<file path="src/rtl/rat_pipe_pkg.sv">
// Shared types and control-vector constants for the RAT pipeline stage registers.
package rat_pipe_pkg;

    typedef struct packed {
        logic       PC_LD;
        logic       PC_INC;
        logic [1:0] PC_MUX_SEL;
        logic       SP_LD;
        logic       SP_INCR;
        logic       SP_DECR;
        logic       RF_WR;
        logic [1:0] RF_WR_SEL;
        logic       ALU_OPY_SEL;
        logic [3:0] ALU_SEL;
        logic       SCR_WE;
        logic       SCR_DATA_SEL;
        logic [1:0] SCR_ADDR_SEL;
        logic       FLG_C_SET;
        logic       FLG_C_CLR;
        logic       FLG_C_LD;
        logic       FLG_Z_LD;
        logic       FLG_LD_SEL;
        logic       FLG_SHAD_LD;
        logic       I_SET;
        logic       I_CLR;
        logic       IO_STRB;
        logic [3:0] BRANCH_TYPE;
        logic       RST;
    } ctrl_vec_t;

    typedef enum logic [0:0] {
        IDLE      = 1'b0,
        JUMP_PEND = 1'b1
    } int_state_t;

    function automatic ctrl_vec_t mk_ctrl_nop();
        ctrl_vec_t c;
        c = '0;
        return c;
    endfunction

    // Push the return PC onto the stack: decrement SP, write scratch at SP-1.
    function automatic ctrl_vec_t mk_ctrl_int_push();
        ctrl_vec_t c;
        c              = '0;
        c.SP_DECR      = 1'b1;
        c.SCR_WE       = 1'b1;
        c.SCR_ADDR_SEL = 2'b11;
        c.SCR_DATA_SEL = 1'b1;
        return c;
    endfunction

    // Jump to the vector, mask interrupts and shadow the flags.
    function automatic ctrl_vec_t mk_ctrl_int_jump();
        ctrl_vec_t c;
        c             = '0;
        c.PC_LD       = 1'b1;
        c.PC_MUX_SEL  = 2'b10;
        c.I_CLR       = 1'b1;
        c.FLG_SHAD_LD = 1'b1;
        return c;
    endfunction

    localparam ctrl_vec_t CTRL_NOP      = mk_ctrl_nop();
    localparam ctrl_vec_t CTRL_INT_PUSH = mk_ctrl_int_push();
    localparam ctrl_vec_t CTRL_INT_JUMP = mk_ctrl_int_jump();

endpackage

</file>
<file path="src/rtl/int_inject_fsm.sv">
// Two-cycle interrupt injection sequencer: PUSH (return PC) then JUMP (vector),
// holding the upstream stage while it runs.
module int_inject_fsm
    import rat_pipe_pkg::*;
#(
    parameter int              PC_W       = 10,
    parameter logic [PC_W-1:0] INT_VEC_PC = 10'h3FF
) (
    input  logic            clk,
    input  logic            rst,
    input  logic            stall,
    input  logic            int_req,
    input  logic [PC_W-1:0] in_pc,
    output logic            up_stall,
    output logic            inj_act,
    output ctrl_vec_t       inj_ctrl,
    output logic [PC_W-1:0] inj_pc,
    output logic [PC_W-1:0] inj_dest_addr
);

    int_state_t      state_r;
    int_state_t      state_nxt_s;
    logic [PC_W-1:0] ret_pc_r;
    logic [PC_W-1:0] ret_pc_nxt_s;

    // State and return-PC registers; stall freezes the sequence in place.
    always_ff @(posedge clk) begin
        if (rst) begin
            state_r  <= IDLE;
            ret_pc_r <= {PC_W{1'b0}};
        end else if (stall) begin
            state_r  <= state_r;
            ret_pc_r <= ret_pc_r;
        end else begin
            state_r  <= state_nxt_s;
            ret_pc_r <= ret_pc_nxt_s;
        end
    end

    // Next-state logic.
    always_comb begin
        state_nxt_s  = state_r;
        ret_pc_nxt_s = ret_pc_r;
        case (state_r)
            IDLE: begin
                if (int_req) begin
                    state_nxt_s  = JUMP_PEND;
                    ret_pc_nxt_s = in_pc;
                end else begin
                    state_nxt_s  = IDLE;
                end
            end
            JUMP_PEND: begin
                state_nxt_s = IDLE;
            end
            default: begin
                state_nxt_s = IDLE;
            end
        endcase
    end

    // Output decode: injected control/address fields and upstream hold.
    always_comb begin
        inj_act       = 1'b0;
        inj_ctrl      = CTRL_NOP;
        inj_pc        = {PC_W{1'b0}};
        inj_dest_addr = {PC_W{1'b0}};
        up_stall      = stall;
        case (state_r)
            IDLE: begin
                if (int_req) begin
                    inj_act  = 1'b1;
                    inj_ctrl = CTRL_INT_PUSH;
                    inj_pc   = in_pc;
                    up_stall = 1'b1;
                end else begin
                    inj_act  = 1'b0;
                end
            end
            JUMP_PEND: begin
                inj_act       = 1'b1;
                inj_ctrl      = CTRL_INT_JUMP;
                inj_pc        = ret_pc_r;
                inj_dest_addr = INT_VEC_PC;
                up_stall      = 1'b1;
            end
            default: begin
                inj_act = 1'b0;
            end
        endcase
    end

endmodule

</file>
<file path="src/rtl/pipe_stage_ctrl_reg.sv">
// Inter-stage pipeline register with stall, flush-to-bubble, interrupt
// injection and a saturating flush-bubble counter.
module pipe_stage_ctrl_reg
    import rat_pipe_pkg::*;
#(
    parameter int              IR_W       = 18,
    parameter int              DATA_W     = 8,
    parameter int              WB_ADDR_W  = 5,
    parameter int              PC_W       = 10,
    parameter logic [PC_W-1:0] INT_VEC_PC = 10'h3FF,
    parameter int              BUB_CNT_W  = 16
) (
    input  logic                 clk,
    input  logic                 rst,
    input  logic                 stall,
    input  logic                 flush,
    input  logic                 int_req,
    output logic                 up_stall,
    input  logic                 in_valid,
    input  ctrl_vec_t            in_ctrl,
    input  logic [IR_W-1:0]      in_ir,
    input  logic [DATA_W-1:0]    in_dx,
    input  logic [DATA_W-1:0]    in_dy,
    input  logic [WB_ADDR_W-1:0] in_wb_addr,
    input  logic [PC_W-1:0]      in_pc,
    input  logic [PC_W-1:0]      in_dest_addr,
    output logic                 out_valid,
    output ctrl_vec_t            out_ctrl,
    output logic [IR_W-1:0]      out_ir,
    output logic [DATA_W-1:0]    out_dx,
    output logic [DATA_W-1:0]    out_dy,
    output logic [WB_ADDR_W-1:0] out_wb_addr,
    output logic [PC_W-1:0]      out_pc,
    output logic [PC_W-1:0]      out_dest_addr,
    output logic [BUB_CNT_W-1:0] bubble_cnt
);

    localparam logic [BUB_CNT_W-1:0] BUB_MAX = {BUB_CNT_W{1'b1}};
    localparam logic [BUB_CNT_W-1:0] BUB_ONE = {{(BUB_CNT_W-1){1'b0}}, 1'b1};

    logic            inj_act_s;
    ctrl_vec_t       inj_ctrl_s;
    logic [PC_W-1:0] inj_pc_s;
    logic [PC_W-1:0] inj_dest_s;

    logic                 valid_r,  valid_nxt_s;
    ctrl_vec_t            ctrl_r,   ctrl_nxt_s;
    logic [IR_W-1:0]      ir_r,     ir_nxt_s;
    logic [DATA_W-1:0]    dx_r,     dx_nxt_s;
    logic [DATA_W-1:0]    dy_r,     dy_nxt_s;
    logic [WB_ADDR_W-1:0] wb_r,     wb_nxt_s;
    logic [PC_W-1:0]      pc_r,     pc_nxt_s;
    logic [PC_W-1:0]      dest_r,   dest_nxt_s;
    logic [BUB_CNT_W-1:0] bub_r,    bub_nxt_s;

    int_inject_fsm #(
        .PC_W       (PC_W),
        .INT_VEC_PC (INT_VEC_PC)
    ) u_int_fsm (
        .clk           (clk),
        .rst           (rst),
        .stall         (stall),
        .int_req       (int_req),
        .in_pc         (in_pc),
        .up_stall      (up_stall),
        .inj_act       (inj_act_s),
        .inj_ctrl      (inj_ctrl_s),
        .inj_pc        (inj_pc_s),
        .inj_dest_addr (inj_dest_s)
    );

    // Next-value selection: stall > interrupt injection > flush > passthrough.
    always_comb begin
        valid_nxt_s = valid_r;
        ctrl_nxt_s  = ctrl_r;
        ir_nxt_s    = ir_r;
        dx_nxt_s    = dx_r;
        dy_nxt_s    = dy_r;
        wb_nxt_s    = wb_r;
        pc_nxt_s    = pc_r;
        dest_nxt_s  = dest_r;
        bub_nxt_s   = bub_r;
        if (stall) begin
            bub_nxt_s = bub_r;
        end else if (inj_act_s) begin
            valid_nxt_s = 1'b1;
            ctrl_nxt_s  = inj_ctrl_s;
            ir_nxt_s    = {IR_W{1'b0}};
            dx_nxt_s    = {DATA_W{1'b0}};
            dy_nxt_s    = {DATA_W{1'b0}};
            wb_nxt_s    = {WB_ADDR_W{1'b0}};
            pc_nxt_s    = inj_pc_s;
            dest_nxt_s  = inj_dest_s;
        end else if (flush) begin
            valid_nxt_s = 1'b0;
            ctrl_nxt_s  = CTRL_NOP;
            ir_nxt_s    = {IR_W{1'b0}};
            dx_nxt_s    = {DATA_W{1'b0}};
            dy_nxt_s    = {DATA_W{1'b0}};
            wb_nxt_s    = {WB_ADDR_W{1'b0}};
            pc_nxt_s    = {PC_W{1'b0}};
            dest_nxt_s  = {PC_W{1'b0}};
            if (bub_r != BUB_MAX) begin
                bub_nxt_s = bub_r + BUB_ONE;
            end else begin
                bub_nxt_s = bub_r;
            end
        end else begin
            valid_nxt_s = in_valid;
            ctrl_nxt_s  = in_valid ? in_ctrl : CTRL_NOP;
            ir_nxt_s    = in_ir;
            dx_nxt_s    = in_dx;
            dy_nxt_s    = in_dy;
            wb_nxt_s    = in_wb_addr;
            pc_nxt_s    = in_pc;
            dest_nxt_s  = in_dest_addr;
        end
    end

    // Stage registers and bubble counter.
    always_ff @(posedge clk) begin
        if (rst) begin
            valid_r <= 1'b0;
            ctrl_r  <= CTRL_NOP;
            ir_r    <= {IR_W{1'b0}};
            dx_r    <= {DATA_W{1'b0}};
            dy_r    <= {DATA_W{1'b0}};
            wb_r    <= {WB_ADDR_W{1'b0}};
            pc_r    <= {PC_W{1'b0}};
            dest_r  <= {PC_W{1'b0}};
            bub_r   <= {BUB_CNT_W{1'b0}};
        end else begin
            valid_r <= valid_nxt_s;
            ctrl_r  <= ctrl_nxt_s;
            ir_r    <= ir_nxt_s;
            dx_r    <= dx_nxt_s;
            dy_r    <= dy_nxt_s;
            wb_r    <= wb_nxt_s;
            pc_r    <= pc_nxt_s;
            dest_r  <= dest_nxt_s;
            bub_r   <= bub_nxt_s;
        end
    end

    assign out_valid     = valid_r;
    assign out_ctrl      = ctrl_r;
    assign out_ir        = ir_r;
    assign out_dx        = dx_r;
    assign out_dy        = dy_r;
    assign out_wb_addr   = wb_r;
    assign out_pc        = pc_r;
    assign out_dest_addr = dest_r;
    assign bubble_cnt    = bub_r;

endmodule

</file>
<file path="config.mk">
export PLATFORM = sky130hd
export DESIGN_NAME = pipe_stage_ctrl_reg
export DESIGN_NICKNAME = d
export VERILOG_FILES = /design/src/rtl/rat_pipe_pkg.sv /design/src/rtl/int_inject_fsm.sv /design/src/rtl/pipe_stage_ctrl_reg.sv
export SDC_FILE = /design/constraint.sdc
export NUM_CORES = 1
export LEC_CHECK = 0
export ABC_AREA = 1
export BUFFER_PORTS_ARGS = -buffer_cell sky130_fd_sc_hd__buf_2
export CORE_MARGIN = 10
export CORE_UTILIZATION = 30
export DETAILED_ROUTE_END_ITERATION = 10
export PLACE_DENSITY_LB_ADDON = 0.25
export RECOVER_POWER = 25
export SYNTH_ARGS = -nofsm -noshare
export SYNTH_HDL_FRONTEND = slang
export SYNTH_HIERARCHICAL = 1
export SYNTH_SLANG_ARGS = --single-unit
</file>
<file path="constraint.sdc">
create_clock -name clk -period 5.5 [get_ports clk]
set_clock_uncertainty 0.2 [all_clocks]
set_input_delay 0.275 -clock clk [delete_from_list [all_inputs] [get_ports clk]]
set_output_delay 0.275 -clock clk [all_outputs]
set_load 0.02 [all_outputs]
</file>
==> results.sh, run 1 <==
export IMPL_run_status="completed"
export IMPL_setup_worst_path_class="input pin to flip-flop"
export IMPL_layout_commonest_cell="a21oi_1"
export IMPL_ys_types=29
export IMPL_pwr_share_seq_pct=39.3
export IMPL_num_nets_final=1130
export IMPL_tns_ps=0
export IMPL_min_delay_start="int_req"
export IMPL_cts_tree="built"
export IMPL_track_usage_pct=15.7
export IMPL_r2r_start="u_int_fsm/state_r"
export IMPL_hold_class="input pin to flip-flop"
export IMPL_antenna_found_initial=0
export IMPL_area_growth_pct=40.4
export IMPL_fmax_mhz=415
export IMPL_overflow=0
export IMPL_powerDensity_nw_per_um2=303
export IMPL_cts_sink_count=120
export IMPL_drv_cap=0
export IMPL_worst_skew_pair_late_latency_ps=410
export IMPL_hold_depth=3
export IMPL_min_period_over_period_pct=43.8
export IMPL_clkPwrFrac_pct=45.4
export IMPL_yosysWarnings=6
export IMPL_tightest_slew_ps=887
export IMPL_rows=50
export IMPL_drc=0
export IMPL_path_clk_slew_ps=60
export IMPL_grt_start_max_net_pins=70
export IMPL_wirelength_um=19600
export IMPL_syn_cell_area_um2=5660
export IMPL_layout_min_cycle_time_ps=2410
export IMPL_yosysSeqAreaShare_pct=42.5
export IMPL_hold_end="u_int_fsm/state_r"
export IMPL_critPathRequiredTime_ps=5620
export IMPL_syn_inst=783
export IMPL_core_area_um2=18600
export IMPL_clockBufferDepth=2
export IMPL_cts_htree_levels=4
export IMPL_yosys_area_top_type="dfxtp_1"
export IMPL_drive_above_1_share_pct=20.6
export IMPL_nFillCells=1955
export IMPL_die_area_um2=24800
export IMPL_avgSynthCellArea_um2=7.23
export IMPL_arrival_ps=2530
export IMPL_r2r_setup_slack_ps=3440
export IMPL_p_sw_uw=672
export IMPL_holdWs_ps=120
export IMPL_io_pins=208
export IMPL_synth_top_area_share_pct=42.5
export IMPL_cts_buffers=17
export IMPL_portBuffers=207
export IMPL_vdd_ir_drop_max_v=0.000190
export IMPL_leakage_nw=3.37
export IMPL_routedWlPerCell_um=15.4
export IMPL_start_util_pct=30.3
export IMPL_place_ws_ps=3100
export IMPL_diodes=0
export IMPL_num_vias=6000
export IMPL_finalMaxSlewViolations=0
export IMPL_post_cts_resized=0
export IMPL_worst_slack_ps=3090
export IMPL_comb_power_share_pct=15.4
export IMPL_hold_viol=0
export IMPL_synth_area_leaders="dfxtp_1 42%, a21oi_1 14%, o21ai_0 8.2%"
export IMPL_place_inst=1153
export IMPL_setup_viol=0
export IMPL_die_w_um=157
export IMPL_hpwl_um=12400
export IMPL_drtIter0Drc=340
export IMPL_place_congestion=0.824
export IMPL_grt_pass1_vias=5949
export IMPL_r2r_cells=10
export IMPL_drtPass1Iterations=5
export IMPL_p_int_mw=1.73
export IMPL_critPathLaunchType="input pin"
export IMPL_cts_root_buf="clkbuf_16"
export IMPL_cp_max_fo=57
export IMPL_die_h_um=157
export IMPL_via_per_inst=4.70
export IMPL_stdcell_count=1277
export IMPL_grt_first_pass_wirelength_um=31200
export IMPL_final_cell_mix="162 x a21oi_1, 150 x buf_2, 121 x nand2_1"
export IMPL_fin_util_pct=42.6
export IMPL_drtAntennaViolNets=0
export IMPL_endpoint_kind="flip-flop"
export IMPL_max_slew_margin_rel_pct=40.9
export IMPL_switching_share_pct=27.9
export IMPL_ys_ff_latch=120
export IMPL_rsz0062_at_grt="no"
export IMPL_reg2reg_to="bubble_cnt[11]"
[through the flow]
step / area [um^2] / power, mW
CTS: 8010 / 2.44
detailed placement: 6510 / 1.29
global route: 7940 / 2.52
finish: 7940 / 2.40
global placement: 6510 / 1.29
floorplan: 5740 / 1.19
[final cells by class]
cell class | count | area (um^2) | area share (%)
Multi-Input combinational cell | 545 | 2580 | 32.4
Sequential cell | 120 | 2400 | 30.3
Timing Repair Buffer | 307 | 1950 | 24.5
Clock buffer | 18 | 439 | 5.53
Tap cell | 234 | 293 | 3.69
Inverter | 40 | 151 | 1.91
Clock inverter | 13 | 131 | 1.65
[metal layers]
metal | vias to the layer above | track usage (%) | part of all wire, %
li1 | 3055 | - | -
met1 | 2717 | 18.6 | 43
met3 | 48 | 5.21 | 6.0
met4 | 0 | 7.44 | 3.4
met2 | 180 | 25.1 | 47
met5 | - | 0 | 0
[power groups by stage]
stage	clock network, mW	logic, mW	registers (mW)
after CTS	1.12	0.379	0.943
final	1.09	0.369	0.944
after global placement	0	0.324	0.961
after global routing	1.16	0.411	0.950
after detailed placement	0	0.326	0.961
after floorplan	0	0.170	1.02
[cells in the mapped netlist]
cell type / number
inv_2: 2
clkinv_2: 1
a21oi_1: 162
clkinv_1: 2
nand3_2: 5
nor3_1: 3
conb_1: 1
nand2_1: 122
inv_1: 35
o21ai_1: 10
or2_2: 1
nor2_2: 5
buf_4: 44
o21ai_0: 93
a21oi_2: 1
buf_2: 14
nand2_2: 6
xor2_1: 2
nor2_1: 46
clkbuf_8: 2
nand3_1: 60
buf_8: 1
nor2_4: 3
clkbuf_1: 36
nand4_1: 1
ha_1: 1
dfxtp_1: 120
dlymetal6s2s_1: 1
buf_6: 3
[timing repair]
item,4_1_cts,5_1_grt
hold endpoints to repair,96,0
setup endpoints to repair,0,0
hold buffers,93,0
buffers inserted,0,0
[worst max-delay path by stage]
| stage | end | startpoint | slack (ps) | depth (start not counted) |
|---|---|---|---|---|
| 2_1_floorplan | bubble_cnt[11] | bubble_cnt[0] | 3700 | 9 |
| 3_3_place_gp | bubble_cnt[13] | int_req | 3160 | 11 |
| 3_5_place_dp | bubble_cnt[13] | int_req | 3100 | 11 |
| 4_1_cts | out_ir[1] | rst | 3090 | 6 |
| 5_1_grt | out_ir[1] | rst | 2860 | 6 |
| 6_report | out_ir[10] | rst | 3090 | 6 |
[state kept, by name (all words and copies together) (netlist names)]
signal	flops
bubble_cnt	16
out_ctrl	33
out_dest_addr	10
out_dx	8
out_dy	8
out_ir	18
out_pc	10
out_valid	1
out_wb_addr	5
u_int_fsm/ret_pc_r	10
u_int_fsm/state_r	1
[worst max-delay path: stages]
cell,delay [ps]
dlygate4sd3_1,530
buf_2,140
inv_2,630
buf_4,580
o21ai_0,180
a21oi_1,150
[logic make-up after synthesis]
group	synth area share [%]
compound gates	23.6
simple gates	19.6
buf+inv	13.7
flops	42.5
xor+xnor	0.310
fa+ha+maj	0.221
other cells	0.0663
Power figures use the tool's default switching activity.
==> run 2, diff against run 1 <==
- ABC_AREA: 1 -> 0
- clock period: 5.5 -> 2.3 ns (I/O delays scaled with it)
==> results.sh, run 2 <==
export IMPL_run_status="completed"
export IMPL_vdd_ir_drop_max_v=0.000497
export IMPL_grt_first_pass_wirelength_um=28000
export IMPL_area_growth_pct=51.0
export IMPL_ys_top_cells_by_count="120 x dfxtp_1, 81 x nor2_1, 43 x buf_4"
export IMPL_syn_inst=576
export IMPL_hold_viol=0
export IMPL_clockBufferDepth=2
export IMPL_ys_types=41
export IMPL_regArea_um2=2400
export IMPL_io_pins=208
export IMPL_drv_cap=0
export IMPL_place_congestion=0.789
export IMPL_cp_max_fo=6
export IMPL_critPathRequiredTime_ps=2440
export IMPL_drtPass1Iterations=6
export IMPL_grt_start_max_net_pins=62
export IMPL_largest_register_ffs=33
export IMPL_setup_worst_path_class="flip-flop to flip-flop"
export IMPL_synth_area_leaders="dfxtp_1 46%, buf_4 6.2%, a222oi_1 6.2%"
export IMPL_tns_ps=0
export IMPL_cts_tree="built"
export IMPL_layout_min_cycle_time_ps=2150
export IMPL_avgSynthCellArea_um2=9.04
export IMPL_max_slew_margin_rel_pct=24.0
export IMPL_hold_class="input pin to flip-flop"
export IMPL_cts_sink_count=120
export IMPL_synth_edf_count=0
export IMPL_cts_buffers=17
export IMPL_track_usage_pct=15.1
export IMPL_die_area_um2=23000
export IMPL_syn_cell_area_um2=5210
export IMPL_grt_pass1_vias=5328
export IMPL_hpwl_um=11800
export IMPL_layout_commonest_cell="buf_2"
export IMPL_drtIter0Drc=371
export IMPL_worst_skew_pair_late_latency_ps=410
export IMPL_postCtsSetupBuffers=0
export IMPL_wirelength_um=17800
export IMPL_ys_flop_type="dfxtp_1"
export IMPL_diodes=0
export IMPL_start_util_pct=30.3
export IMPL_die_w_um=152
export IMPL_final_cell_mix="148 x buf_2, 119 x dfxtp_1, 95 x dlygate4sd3_1"
export IMPL_num_nets_final=948
export IMPL_antenna_found_initial=1
export IMPL_setup_viol=0
export IMPL_leakage_nw=3.27
export IMPL_portBuffers=207
export IMPL_multiInputGateArea_um2=2360
export IMPL_yosys_area_top_type="dfxtp_1"
export IMPL_fin_util_pct=45.8
export IMPL_yosysSeqAreaShare_pct=46.1
export IMPL_rows=48
export IMPL_rsz0062_at_grt="no"
export IMPL_finalMaxSlewViolations=0
export IMPL_cts_root_buf="clkbuf_16"
export IMPL_critPathLaunchType="flip-flop"
export IMPL_endpoint_kind="flip-flop"
export IMPL_drive_above_1_share_pct=24.6
export IMPL_yosysWarnings=6
export IMPL_powerDensity_nw_per_um2=760
export IMPL_fmax_mhz=466
export IMPL_die_h_um=152
export IMPL_drtAntennaViolNets=0
export IMPL_synth_top_area_share_pct=46.1
export IMPL_min_period_over_period_pct=93.3
export IMPL_synthArstFlopShare_pct=0
export IMPL_overflow=0
export IMPL_ys_ff_latch=120
export IMPL_core_area_um2=17200
export IMPL_cts_htree_levels=4
export IMPL_path_clk_slew_ps=50
export IMPL_yosysMostFrequentCell="dfxtp_1"
export IMPL_arrival_ps=2290
export IMPL_via_per_inst=4.82
export IMPL_nFillCells=1694
export IMPL_routedWlPerCell_um=16.4
export IMPL_num_vias=5234
export IMPL_tightest_slew_ps=1130
export IMPL_drc=0
## run 2: changes by cell type in the layout (fill, tap and decap cells not counted), sizes merged, moves of 13 or more
cell,before,now
a21oi,163,11
nand2,128,27
o21ai,103,12
nand3,65,6
a22oi,0,39
a222oi,0,32
inv,38,7
nor2,54,81
nor2b,0,24
a221oi,0,22
nor3,3,25
nand2b,0,21
buf,157,170
## run 2: area by class of cell
| type | instances | share of cell area [%] |
|---|---|---|
| Multi-Input combinational cell | 381 | 30.0 |
| Timing Repair Buffer | 322 | 27.0 |
| Tap cell | 225 | 3.58 |
| Clock buffer | 24 | 6.13 |
| Clock inverter | 8 | 2.42 |
| Inverter | 7 | 0.334 |
| Sequential cell | 120 | 30.6 |
## run 2: per-layer routing
| metal | track usage (%) | part of all wire, % | up-vias | wire length, um |
|---|---|---|---|---|
| li1 | - | - | 2598 | - |
| met4 | 3.53 | 0.90 | 2 | 161 |
| met1 | 18.2 | 42 | 2445 | 7480 |
| met5 | 0 | 0.073 | - | 13 |
| met3 | 6.98 | 9.2 | 14 | 1630 |
| met2 | 24.0 | 48 | 175 | 8530 |
## run 2: kinds of logic after synthesis
kind of cell	count (synthesis)	synth area share [%]
DFF	120	46.1
and+or+nand+nor	215	21.0
muxes	13	2.57
other	1	0.0720
buffers and inverters	98	10.6
adders and majority gates	1	0.240
AOI/OAI and AO/OA	128	19.4
## run 2: through the flow
step / hold slack [ps] / setup WS, ps / power (mW) / instances / area [um^2]
3_3_place_gp: 147 / 136 / 2.86 / 960 / 6300
3_5_place_dp: 154 / 140 / 2.86 / 960 / 6300
4_1_cts: 34.6 / 132 / 6.07 / 1087 / 7930
6_report: 48.9 / 154 / 5.98 / 1087 / 7860
2_1_floorplan: 59.1 / 48.0 / 2.65 / 599 / 5290
5_1_grt: 60.3 / 13.5 / 6.22 / 1087 / 7860
## run 2: path summary, 6_finish.rpt
kind,endpoint,startpoint,slack [ps],cells past startpoint
max reg2reg,bubble_cnt[11],u_int_fsm/state_r,150,5
max,bubble_cnt[11],u_int_fsm/state_r,150,5
min reg2reg,u_int_fsm/ret_pc_r[6],u_int_fsm/ret_pc_r[6],270,2
min,bubble_cnt[7],int_req,50,5
## run 2: critical path, stage by stage, from the launching register on
cell	delay, ps
dfxtp_2	310
or2_2	320
nor3b_4	380
nand4_2	230
or4_1	510
a21oi_1	140
## run 2: power breakdown
part           switching (mW)  leakage, nW  internal (mW)  total [mW]
combinational           0.394         1.97          0.333       0.727
clock                   0.929        0.328           2.12        3.05
sequential             0.0432        0.979           2.16        2.21
## run 2: repair_timing
action	4_1_cts	5_1_grt
hold endpoints to repair	103	0
hold buffers	95	0
setup endpoints to repair	0	5
resized for setup	0	1
